[src/rtl/ctrl_pkg.sv]
// Shared types and encodings for the multi-cycle RV32 controller:
// FSM states, instruction classes, ALU op codes, opcode/funct fields.
package ctrl_pkg;

  typedef enum logic [3:0] {
    S_PREPARE = 4'd0,
    S_FETCH   = 4'd1,
    S_LATCH   = 4'd2,
    S_DECODE  = 4'd3,
    S_EXEC    = 4'd4,
    S_MEM_RD  = 4'd5,
    S_MEM_WR  = 4'd6,
    S_WB      = 4'd7,
    S_TRAP    = 4'd8
  } state_e;

  typedef enum logic [1:0] {
    CLS_ALU   = 2'd0,
    CLS_LOAD  = 2'd1,
    CLS_STORE = 2'd2
  } cls_e;

  localparam int OP_W = 4;

  localparam logic [OP_W-1:0] OP_ADD  = 4'd0;
  localparam logic [OP_W-1:0] OP_ADDI = 4'd1;
  localparam logic [OP_W-1:0] OP_SUB  = 4'd2;
  localparam logic [OP_W-1:0] OP_MUL  = 4'd3;
  localparam logic [OP_W-1:0] OP_DIV  = 4'd4;
  localparam logic [OP_W-1:0] OP_SLL  = 4'd5;
  localparam logic [OP_W-1:0] OP_SRL  = 4'd6;
  localparam logic [OP_W-1:0] OP_AND  = 4'd7;
  localparam logic [OP_W-1:0] OP_OR   = 4'd8;
  localparam logic [OP_W-1:0] OP_NOT  = 4'd9;
  localparam logic [OP_W-1:0] OP_XOR  = 4'd10;
  localparam logic [OP_W-1:0] OP_LUI  = 4'd11;

  localparam logic [6:0] OPC_OP    = 7'b0110011;
  localparam logic [6:0] OPC_OPIMM = 7'b0010011;
  localparam logic [6:0] OPC_LUI   = 7'b0110111;
  localparam logic [6:0] OPC_LOAD  = 7'b0000011;
  localparam logic [6:0] OPC_STORE = 7'b0100011;

  localparam logic [2:0] F3_ADD = 3'b000;
  localparam logic [2:0] F3_SLL = 3'b001;
  localparam logic [2:0] F3_W   = 3'b010;
  localparam logic [2:0] F3_XOR = 3'b100;
  localparam logic [2:0] F3_DIV = 3'b100;
  localparam logic [2:0] F3_SRL = 3'b101;
  localparam logic [2:0] F3_OR  = 3'b110;
  localparam logic [2:0] F3_AND = 3'b111;

  localparam logic [6:0] F7_BASE   = 7'b0000000;
  localparam logic [6:0] F7_SUB    = 7'b0100000;
  localparam logic [6:0] F7_MULDIV = 7'b0000001;

  localparam logic [1:0] OP2_RS2  = 2'b00;
  localparam logic [1:0] OP2_UIMM = 2'b01;
  localparam logic [1:0] OP2_IIMM = 2'b10;
  localparam logic [1:0] OP2_SIMM = 2'b11;

  localparam logic [1:0] RIN_ALU = 2'b00;
  localparam logic [1:0] RIN_RAM = 2'b01;

  typedef struct packed {
    cls_e            cls;
    logic [OP_W-1:0] op;
    logic [1:0]      op2;
    logic            legal;
  } dec_t;

  // States in which the RAM handshake is live and the wait counter runs.
  function automatic logic is_wait_state(input state_e s);
    return (s == S_FETCH) || (s == S_MEM_RD) || (s == S_MEM_WR);
  endfunction

endpackage

[src/rtl/ctrl_decode.sv]
// Combinational instruction decoder: instr -> class, ALU op, operand-2
// source and a legality flag. MUL/DIV are legal only when EN_M is set.
module ctrl_decode
  import ctrl_pkg::*;
#(
  parameter bit EN_M = 1'b1
) (
  input  logic [31:0] instr,
  output dec_t        dec
);

  logic [6:0] opcode;
  logic [2:0] funct3;
  logic [6:0] funct7;
  logic       unused_fields;

  assign opcode = instr[6:0];
  assign funct3 = instr[14:12];
  assign funct7 = instr[31:25];
  assign unused_fields = ^{instr[24:15], instr[11:7]};

  always_comb begin
    dec.cls   = CLS_ALU;
    dec.op    = OP_ADD;
    dec.op2   = OP2_RS2;
    dec.legal = 1'b0;
    case (opcode)
      OPC_OP: begin
        dec.legal = 1'b1;
        case ({funct7, funct3})
          {F7_BASE,   F3_ADD}: dec.op = OP_ADD;
          {F7_SUB,    F3_ADD}: dec.op = OP_SUB;
          {F7_BASE,   F3_SLL}: dec.op = OP_SLL;
          {F7_BASE,   F3_SRL}: dec.op = OP_SRL;
          {F7_BASE,   F3_XOR}: dec.op = OP_XOR;
          {F7_BASE,   F3_OR }: dec.op = OP_OR;
          {F7_BASE,   F3_AND}: dec.op = OP_AND;
          {F7_MULDIV, F3_ADD}: begin
            dec.op    = OP_MUL;
            dec.legal = EN_M;
          end
          {F7_MULDIV, F3_DIV}: begin
            dec.op    = OP_DIV;
            dec.legal = EN_M;
          end
          default: dec.legal = 1'b0;
        endcase
      end
      OPC_OPIMM: begin
        dec.op2   = OP2_IIMM;
        dec.legal = 1'b1;
        case (funct3)
          F3_ADD: dec.op = OP_ADDI;
          F3_XOR: dec.op = OP_XOR;
          F3_OR:  dec.op = OP_OR;
          F3_AND: dec.op = OP_AND;
          // Shift-immediates with a non-zero funct7 (e.g. SRAI) are not supported.
          F3_SLL: begin
            dec.op    = OP_SLL;
            dec.legal = (funct7 == F7_BASE);
          end
          F3_SRL: begin
            dec.op    = OP_SRL;
            dec.legal = (funct7 == F7_BASE);
          end
          default: dec.legal = 1'b0;
        endcase
      end
      OPC_LUI: begin
        dec.op    = OP_LUI;
        dec.op2   = OP2_UIMM;
        dec.legal = 1'b1;
      end
      OPC_LOAD: begin
        dec.cls   = CLS_LOAD;
        dec.op    = OP_ADDI;
        dec.op2   = OP2_IIMM;
        dec.legal = (funct3 == F3_W);
      end
      OPC_STORE: begin
        dec.cls   = CLS_STORE;
        dec.op    = OP_ADDI;
        dec.op2   = OP2_SIMM;
        dec.legal = (funct3 == F3_W);
      end
      default: dec.legal = 1'b0;
    endcase
  end

endmodule

[src/rtl/ctrl_mc.sv]
// Multi-cycle Moore control unit: sequences fetch/decode/execute/memory/
// write-back, with a RAM wait counter, bus timeout and trap pulses.
// RAM handshake: an access is held (ram_cs plus ram_oe or ram_we) from the
// first cycle of FETCH/MEM_RD/MEM_WR until the cycle ram_ready=1, which
// completes it; ram_ready is ignored in every other state.
module ctrl_mc
  import ctrl_pkg::*;
#(
  parameter int ALU_OP_W = 8,
  parameter bit EN_M     = 1'b1,
  parameter int TIMEOUT  = 16,
  parameter int WAIT_W   = (TIMEOUT > 0) ? $clog2(TIMEOUT + 1) : 1
) (
  input  logic                clk,
  input  logic                rst_n,
  input  logic [31:0]         instr,
  input  logic                ram_ready,
  output logic                ram_cs,
  output logic                ram_we,
  output logic                ram_oe,
  output logic                pc_en,
  output logic                pc_in_dir,
  output logic                pc_sign,
  output logic                ir_en,
  output logic                reg_en,
  output logic                reg_we,
  output logic [1:0]          reg_in_dir,
  output logic                alu_en,
  output logic [ALU_OP_W-1:0] alu_op,
  output logic [1:0]          op2_dir,
  output logic                trap_illegal,
  output logic                trap_bus,
  output logic [3:0]          dbg_state
);

  localparam logic [WAIT_W-1:0] WAIT_MAX = '1;

  state_e            state_q, state_d;
  logic [WAIT_W-1:0] wait_q;
  cls_e              cls_q;
  logic [OP_W-1:0]   op_q;
  logic [1:0]        op2_q;
  logic              trap_ill_q, trap_bus_q;
  dec_t              dec;
  logic              timeout_hit;

  ctrl_decode #(.EN_M(EN_M)) u_decode (
    .instr (instr),
    .dec   (dec)
  );

  generate
    if (TIMEOUT != 0) begin : g_timeout
      localparam logic [WAIT_W-1:0] WAIT_LAST = WAIT_W'(TIMEOUT - 1);
      assign timeout_hit = !ram_ready && (wait_q == WAIT_LAST);
    end else begin : g_no_timeout
      assign timeout_hit = 1'b0;
    end
  endgenerate

  assign dbg_state = state_q;

  always_ff @(posedge clk or negedge rst_n) begin
    if (!rst_n) state_q <= S_PREPARE;
    else        state_q <= state_d;
  end

  always_comb begin
    state_d = state_q;
    case (state_q)
      S_PREPARE: state_d = S_FETCH;
      S_FETCH: begin
        if (ram_ready)        state_d = S_LATCH;
        else if (timeout_hit) state_d = S_TRAP;
      end
      S_LATCH:  state_d = S_DECODE;
      S_DECODE: state_d = dec.legal ? S_EXEC : S_TRAP;
      S_EXEC: begin
        case (cls_q)
          CLS_LOAD:  state_d = S_MEM_RD;
          CLS_STORE: state_d = S_MEM_WR;
          default:   state_d = S_WB;
        endcase
      end
      S_MEM_RD: begin
        if (ram_ready)        state_d = S_WB;
        else if (timeout_hit) state_d = S_TRAP;
      end
      S_MEM_WR: begin
        if (ram_ready)        state_d = S_FETCH;
        else if (timeout_hit) state_d = S_TRAP;
      end
      S_WB:    state_d = S_FETCH;
      S_TRAP:  state_d = S_FETCH;
      default: state_d = S_PREPARE;
    endcase
  end

  // Wait counter restarts on every entry to a RAM state and saturates.
  always_ff @(posedge clk or negedge rst_n) begin
    if (!rst_n) begin
      wait_q <= '0;
    end else if (is_wait_state(state_d) && (state_d != state_q)) begin
      wait_q <= '0;
    end else if (is_wait_state(state_q) && !ram_ready && (wait_q != WAIT_MAX)) begin
      wait_q <= wait_q + WAIT_W'(1);
    end
  end

  always_ff @(posedge clk or negedge rst_n) begin
    if (!rst_n) begin
      cls_q <= CLS_ALU;
      op_q  <= '0;
      op2_q <= '0;
    end else if (state_q == S_DECODE) begin
      cls_q <= dec.cls;
      op_q  <= dec.op;
      op2_q <= dec.op2;
    end
  end

  // Trap cause: an entry from DECODE is illegal, from a RAM state is a bus timeout.
  always_ff @(posedge clk or negedge rst_n) begin
    if (!rst_n) begin
      trap_ill_q <= 1'b0;
      trap_bus_q <= 1'b0;
    end else if ((state_d == S_TRAP) && (state_q != S_TRAP)) begin
      trap_ill_q <= (state_q == S_DECODE);
      trap_bus_q <= (state_q != S_DECODE);
    end
  end

  always_comb begin
    ram_cs       = 1'b0;
    ram_we       = 1'b0;
    ram_oe       = 1'b0;
    pc_en        = 1'b0;
    pc_in_dir    = 1'b0;
    pc_sign      = 1'b0;
    ir_en        = 1'b0;
    reg_en       = 1'b0;
    reg_we       = 1'b0;
    reg_in_dir   = RIN_ALU;
    alu_en       = 1'b0;
    alu_op       = '0;
    op2_dir      = OP2_RS2;
    trap_illegal = 1'b0;
    trap_bus     = 1'b0;
    case (state_q)
      S_FETCH, S_MEM_RD: begin
        ram_cs = 1'b1;
        ram_oe = 1'b1;
      end
      S_LATCH: begin
        ir_en = 1'b1;
        pc_en = 1'b1;
      end
      S_EXEC: begin
        alu_en  = 1'b1;
        alu_op  = ALU_OP_W'(op_q);
        op2_dir = op2_q;
      end
      S_MEM_WR: begin
        ram_cs = 1'b1;
        ram_we = 1'b1;
      end
      S_WB: begin
        reg_en     = 1'b1;
        reg_we     = 1'b1;
        reg_in_dir = (cls_q == CLS_LOAD) ? RIN_RAM : RIN_ALU;
      end
      S_TRAP: begin
        trap_illegal = trap_ill_q;
        trap_bus     = trap_bus_q;
      end
      default: ;
    endcase
  end

endmodule

[config.mk]
export PLATFORM = sky130hd
export DESIGN_NAME = ctrl_mc
export DESIGN_NICKNAME = d
export VERILOG_FILES = /design/src/rtl/ctrl_pkg.sv /design/src/rtl/ctrl_decode.sv /design/src/rtl/ctrl_mc.sv
export SDC_FILE = /design/constraint.sdc
export NUM_CORES = 1
export LEC_CHECK = 0
export CAP_MARGIN = 20
export CORE_ASPECT_RATIO = 1.1
export CORE_MARGIN = 5
export CORE_UTILIZATION = 25
export CTS_BUF_LIST = sky130_fd_sc_hd__clkbuf_2
export CTS_CLUSTER_DIAMETER = 200
export DETAILED_ROUTE_END_ITERATION = 8
export PLACE_DENSITY = 0.49
export SYNTH_ARGS = -nofsm -noshare
export SYNTH_HDL_FRONTEND = slang
export SYNTH_SLANG_ARGS = --single-unit
export TNS_END_PERCENT = 5
[constraint.sdc]
create_clock -name clk -period 2.8 [get_ports clk]
set_input_delay 0.7 -clock clk [delete_from_list [all_inputs] [get_ports clk]]
set_output_delay 0.7 -clock clk [all_outputs]
set_load 0.005 [all_outputs]
==> results.cfg, run 1 <==
[run_status]
status = completed

[sta]
finalClockSkew_ns = 0.00213
fmax_mhz = 364
period_minus_slack_ns = 2.75
rsz0062_at_grt = true
whs_ns = 0.505
setup_violations = 0
final.setup.tns_ns = 0
maxSlewViolCount = 0
timing.final.crit_share_pct = 98.2
hold_viol = 0

[cells_and_area]
final_cell_mix = clkdlybuf4s50_1, dfrtp_1, nand2_1
final_nets = 267
multi_input_area_um2 = 1010
fillerInstances = 682
insertedDiodeCount = 0
fin_cells = 308
layout-drive-gt1-share_pct = 14.5
final_common_cell = clkdlybuf4s50_1
area_growth_syn_to_layout_pct = 33.5
seqCellArea_um2 = 479

[logic_synthesis]
syn_area_um2 = 1620
synth-seq-cells = 19
avgSynthCellArea_um2 = 8.71
synth.distinct_cells = 63
synth_cells = 186
synth_edf_count = 0
yosysSeqAreaShare_pct = 29.3
yosysWarnings = 0
ys.flop_type = dfrtp_1
async_reset_ff_share_pct = 100

[worst_hold_path]
hold_path.class = flop to flop

[critical_path]
arrival_ns = 2.05
path_class = flop to primary output
worst_setup_path_start_kind = flop
worst-path-max-fanout = 13
cp-end-kind = primary output
required_ns = 2.10

[cts]
cts_tree = built
cts_root_buffer = clkbuf_2
clk_latency_ns = 0.30
clk_path_buf_depth = 2
clock-sinks = 19
cts.clk_slew.worst_paths_ns = 0.18
cts_max_level = 1
cts_buffers = 3
cts_hold_buf = 0

[floorplan]
die_y_um = 94.4
die_w_um = 86.8
num_rows = 30
ioPinCount = 63
core_um2 = 6230
start_util_pct = 26.0
die_area_um2 = 8190

[power_and_ir_drop]
irDropWorstVdd_uv = 216
leakagePower_uw = 0.000921
power_density_nw_per_um2 = 516
power.total_uw = 1120

[detailed_routing]
drt_iter0_drc = 76
viasPerCell = 4.97
drt_wl_total_mm = 4.21
dr.pass1.iters = 4
wl_per_cell_um = 13.7
vias = 1530
drc_errors = 0
antenna_left = 0

[global_route]
grt_max_degree = 20
grt_pass1_vias = 1435
grt_antenna_before_repair = 0
grt_first_pass_wirelength_mm = 7.02
grtUsageTotal_pct = 10.6
grt_overflow = 0

[placement]
dp_cells = 302
io_buffers = 40
routabilityCongestion = 0.808
post-dp-hpwl_mm = 3.35

[run]
maxCapViolCount = 0
==> final timing paths <==
kind                                             start                     end  slack (ns)  depth (start not counted)
max in group asynchronous                        rst_n  dbg_state[1]$_DFF_PN0_        1.88                          2
worst max-delay path            dbg_state[0]$_DFF_PN0_                  ram_cs        0.05                          4
min in group asynchronous                        rst_n   wait_q[3]$_DFFE_PN0P_        0.70                          2
worst min register to register  trap_ill_q$_DFFE_PN0P_  trap_ill_q$_DFFE_PN0P_        0.51                          2
worst max register to register   wait_q[0]$_DFFE_PN0P_   wait_q[0]$_DFFE_PN0P_        0.63                          7
worst min-delay path            trap_ill_q$_DFFE_PN0P_  trap_ill_q$_DFFE_PN0P_        0.51                          2
==> registers in the layout, indices dropped and copies added (netlist names) <==
| register | count |
|---|---|
| wait_q | 5 |
| op_q | 4 |
| cls_q | 2 |
| dbg_state | 4 |
| op2_q | 2 |
| trap_bus_q | 1 |
| trap_ill_q | 1 |
==> per-layer routing <==
| metal | global-route usage, % | vias to the layer above | share of wire (%) |
|---|---|---|---|
| li1 | - | 764 | - |
| met1 | 15.1 | 727 | 48 |
| met2 | 16.2 | 37 | 47 |
| met3 | 1.31 | 2 | 4.7 |
| met4 | 4.16 | 0 | 0.95 |
| met5 | 0 | - | 0 |
==> cell usage after synthesis (all sizes together) (3+ instances only) <==
master / number / share of area (%)
dfrtp: 19 / 29
buf: 15 / 6.6
nand2: 15 / 3.5
o21ai: 11 / 3.6
and2: 9 / 3.5
clkbuf: 8 / 1.9
nand2b: 8 / 3.1
a211oi: 7 / 3.9
nor2: 7 / 1.6
inv: 6 / 1.4
nor3: 6 / 2.2
and3: 5 / 1.9
a31oi: 4 / 1.5
nor4b: 4 / 3.1
o41ai: 4 / 2.6
xor2: 4 / 2.2
a32o: 3 / 1.9
ha: 3 / 2.3
nor3b: 3 / 1.7
nor4: 3 / 1.2
o211ai: 3 / 1.4
==> kinds of logic after synthesis <==
kind of cell	after synthesis	share of synthesized area (%)
compound gates	51	24.6
xor+xnor	5	2.70
fa+ha+maj	3	2.32
buf+inv	29	9.81
flops	19	29.3
mux	2	1.54
other cells	1	0.231
simple gates	76	29.5
==> what timing repair did <==
| item | in CTS | in global routing |
|---|---|---|
| pin swaps | 1 | 0 |
| gates resized for setup | 3 | 6 |
| setup endpoints to repair | 9 | 10 |
| buffers inserted | 2 | 0 |
==> layout make-up <==
cell class | instances | share of cell area [%]
Multi-Input combinational cell | 144 | 46.9
Timing Repair Buffer | 55 | 24.3
Clock buffer | 4 | 0.925
Sequential cell | 19 | 22.2
Inverter | 6 | 1.04
Tap cell | 80 | 4.63
==> worst max-delay path, cell delays in order, from the launching register on <==
cell and delay (ns):
dfrtp_2 0.55, nor4bb_1 0.39, buf_4 0.22, or2_1 0.10, clkdlybuf4s50_1 0.49
==> report_power, final <==
group	leakage [µW]	internal [µW]	switching, µW
clock network	0.0000166	37.8	83.8
registers	0.000248	327	91.0
logic	0.000657	301	276
==> per-stage QoR <==
step,setup slack (ns),util (%),instance area (µm²)
2_1_floorplan,0.851,-,1640
3_3_place_gp,0.280,33.8,2100
3_5_place_dp,0.307,33.8,2100
4_1_cts,0.0149,34.4,2140
5_1_grt,-0.0713,34.7,2160
6_report,0.0517,34.7,2160
No activity file was read; power rests on OpenSTA's default activity.
==> run 2, diff against run 1 <==
--- a/config.mk
+++ b/config.mk
@@ -5,6 +5,7 @@
 export SDC_FILE = /design/constraint.sdc
 export NUM_CORES = 1
 export LEC_CHECK = 0
+export ABC_AREA = 1
 export CAP_MARGIN = 20
 export CORE_ASPECT_RATIO = 1.1
 export CORE_MARGIN = 5
==> results.cfg, run 2 <==
[cells_and_area]
insertedDiodeCount = 0
layout-drive-gt1-share_pct = 10.6
final_nets = 332
fillerInstances = 706
final_cell_mix = inv_1, nand2_1, clkdlybuf4s50_1
regMostFlops = wait_q
largest_reg_flops = 5
area_growth_syn_to_layout_pct = 30.8

[placement]
post-dp-hpwl_mm = 3.24
routabilityCongestion = 0.834
io_buffers = 40

[sta]
fmax_mhz = 379
maxSlewViolCount = 0
hold_viol = 0
finalClockSkew_ns = 0.00446
setup_violations = 0
timing.final.crit_share_pct = 94.2
rsz0062_at_grt = false
period_minus_slack_ns = 2.64
whs_ns = 0.512
final.setup.tns_ns = 0

[worst_hold_path]
min_from = cls_q[0]$_DFFE_PN0P_
whs_endpoint = cls_q[0]$_DFFE_PN0P_
hold_path.class = flop to flop
min_path_cells = 2

[global_route]
grt_max_degree = 20
grtUsageTotal_pct = 9.93
grt_overflow = 0
grt_pass1_vias = 1559
grt_antenna_before_repair = 0
grt_first_pass_wirelength_mm = 6.77

[run]
maxCapViolCount = 0

[detailed_routing]
viasPerCell = 4.29
met1Wirelength_mm = 1.62
topRoutingLayerUsed = met4
drt_wl_total_mm = 3.77
antenna_left = 0
vias = 1600
drt_iter0_drc = 39
drc_errors = 0
dr_wl_met2_mm = 1.87
dr.pass1.iters = 4
wl_per_cell_um = 10.1
wl_met3_um = 246

[floorplan]
die_area_um2 = 8040
ioPinCount = 63
core_um2 = 6160
die_w_um = 86.0
start_util_pct = 25.8
num_rows = 30
die_y_um = 93.6

[logic_synthesis]
yosys.area.top_type = dfrtp_1
syn_area_um2 = 1590
synth.distinct_cells = 30
synth_edf_count = 0
yosysSeqAreaShare_pct = 30.0
yosys-top-cells-area = dfrtp_1, inv_1, nand2_1, nor2_1, nand3_1
yosysTopAreaCellShare_pct = 30.0
avgSynthCellArea_um2 = 6.32
yosysMostFrequentCell = inv_1
synth-seq-cells = 19
async_reset_ff_share_pct = 100
ys.flop_type = dfrtp_1
synth.cells.most_frequent = inv_1, nand2_1, nor2_1
yosysWarnings = 0
synth_cells = 251

[critical_path]
path_class = flop to primary output
path_cells = inv_1 -> nand2_2 -> nor2_4 -> inv_2 -> nor2_1 -> clkdlybuf4s50_1
crit_buf_inv = 3
regToRegEndpoint = wait_q[0]$_DFFE_PN0P_
worst-path-max-fanout = 6
critPathLaunch = dbg_state[3]$_DFF_PN0_
slowest_delay_ns = 0.53
required_ns = 2.10
cp-end-kind = primary output
rr_worst_depth = 16
reg2reg_slack_ns = 0.65
critPathTopFamily = buffers and inverters
worst_setup_path_start_kind = flop
reg2reg_from = wait_q[0]$_DFFE_PN0P_
cp_slowest_cell = clkdlybuf4s50_1
arrival_ns = 1.94

[run_status]
status = completed

[cts]
cts_hold_buf = 0
cts_resized = 0
clock-sinks = 19
cts_max_level = 1
cts.clk_slew.worst_paths_ns = 0.17
cts_tree = built
cts_buffers = 3
cts_root_buffer = clkbuf_2
clk_latency_ns = 0.30
post-cts-setup-buffers = 0
clk_path_buf_depth = 2

[power_and_ir_drop]
power.total_uw = 1370
leakagePower_uw = 0.00104
power_density_nw_per_um2 = 662
irDropWorstVdd_uv = 279
run 2: cell count changes in the layout (fill, tap and decap cells not counted), moves of 5 or more:
cell,previous run,this run
a211oi_1,5,0
a21oi_1,1,9
and2_1,9,0
buf_4,14,1
inv_1,5,47
inv_2,1,7
nand2_1,15,47
nand2b_1,8,0
nand3_1,2,21
nor2_1,7,35
nor2_2,0,11
o21ai_0,5,10
run 2: cells by family (layout without fill, tap and decap cells):
family / count (synthesis) / after routing / synth area share (%)
buf+inv: 64 / 100 / 17.3
other cells: 1 / 7 / 0.236
xor+xnor: 3 / 3 / 1.66
mux: 1 / 1 / 0.631
flops: 19 / 19 / 30.0
simple gates: 131 / 131 / 37.3
compound gates: 29 / 29 / 10.6
fa+ha+maj: 3 / 3 / 2.37
run 2: layout make-up:
cell class / count / area (µm²) / share of cell area, %
inverter: 55 / 206 / 9.95
multi-input combinational: 174 / 865 / 41.7
clock buffer: 4 / 20.0 / 0.964
timing repair buffer: 41 / 408 / 19.7
tap: 80 / 100 / 4.82
sequential: 19 / 477 / 23.0
run 2: how the worst max path moves through the flow:
stage,end,depth (start not counted)
after CTS,alu_op[0],6
after global routing,trap_illegal,6
after detailed placement,wait_q[1]$_DFFE_PN0P_,15
after floorplan,wait_q[0]$_DFFE_PN0P_,16
final,alu_op[2],6
after global placement,wait_q[1]$_DFFE_PN0P_,14
run 2: through the flow:
stage | instances | worst slack [ns] | util [%] | instance area, µm²
final | 373 | 0.162 | 33.7 | 2080
after global routing | 373 | 0.0272 | 33.7 | 2080
after CTS | 373 | 0.0770 | 33.6 | 2070
after detailed placement | 369 | 0.163 | 33.3 | 2050
after global placement | 369 | 0.149 | 33.3 | 2050
after floorplan | 257 | 0.863 | - | 1610
run 2: per-layer routing:
layer,vias up,track usage (%)
met5,-,0
met4,0,2.77
met3,2,0.793
met2,39,18.3
met1,708,12.2
li1,851,-
run 2: worst register-to-register path: cells and delay by family (launching register included):
| kind | cells | cell delay (ns) |
|---|---|---|
| compound gates | 2 | 0.21 |
| fa+ha+maj | 2 | 0.42 |
| buf+inv | 3 | 0.17 |
| flops | 1 | 0.45 |
| simple gates | 9 | 0.85 |
run 2: power breakdown:
part	switching (µW)	total [µW]	internal, µW
combinational	463	804	341
clock	80.6	118	37.9
sequential	78.0	452	374
total	622	1370	752
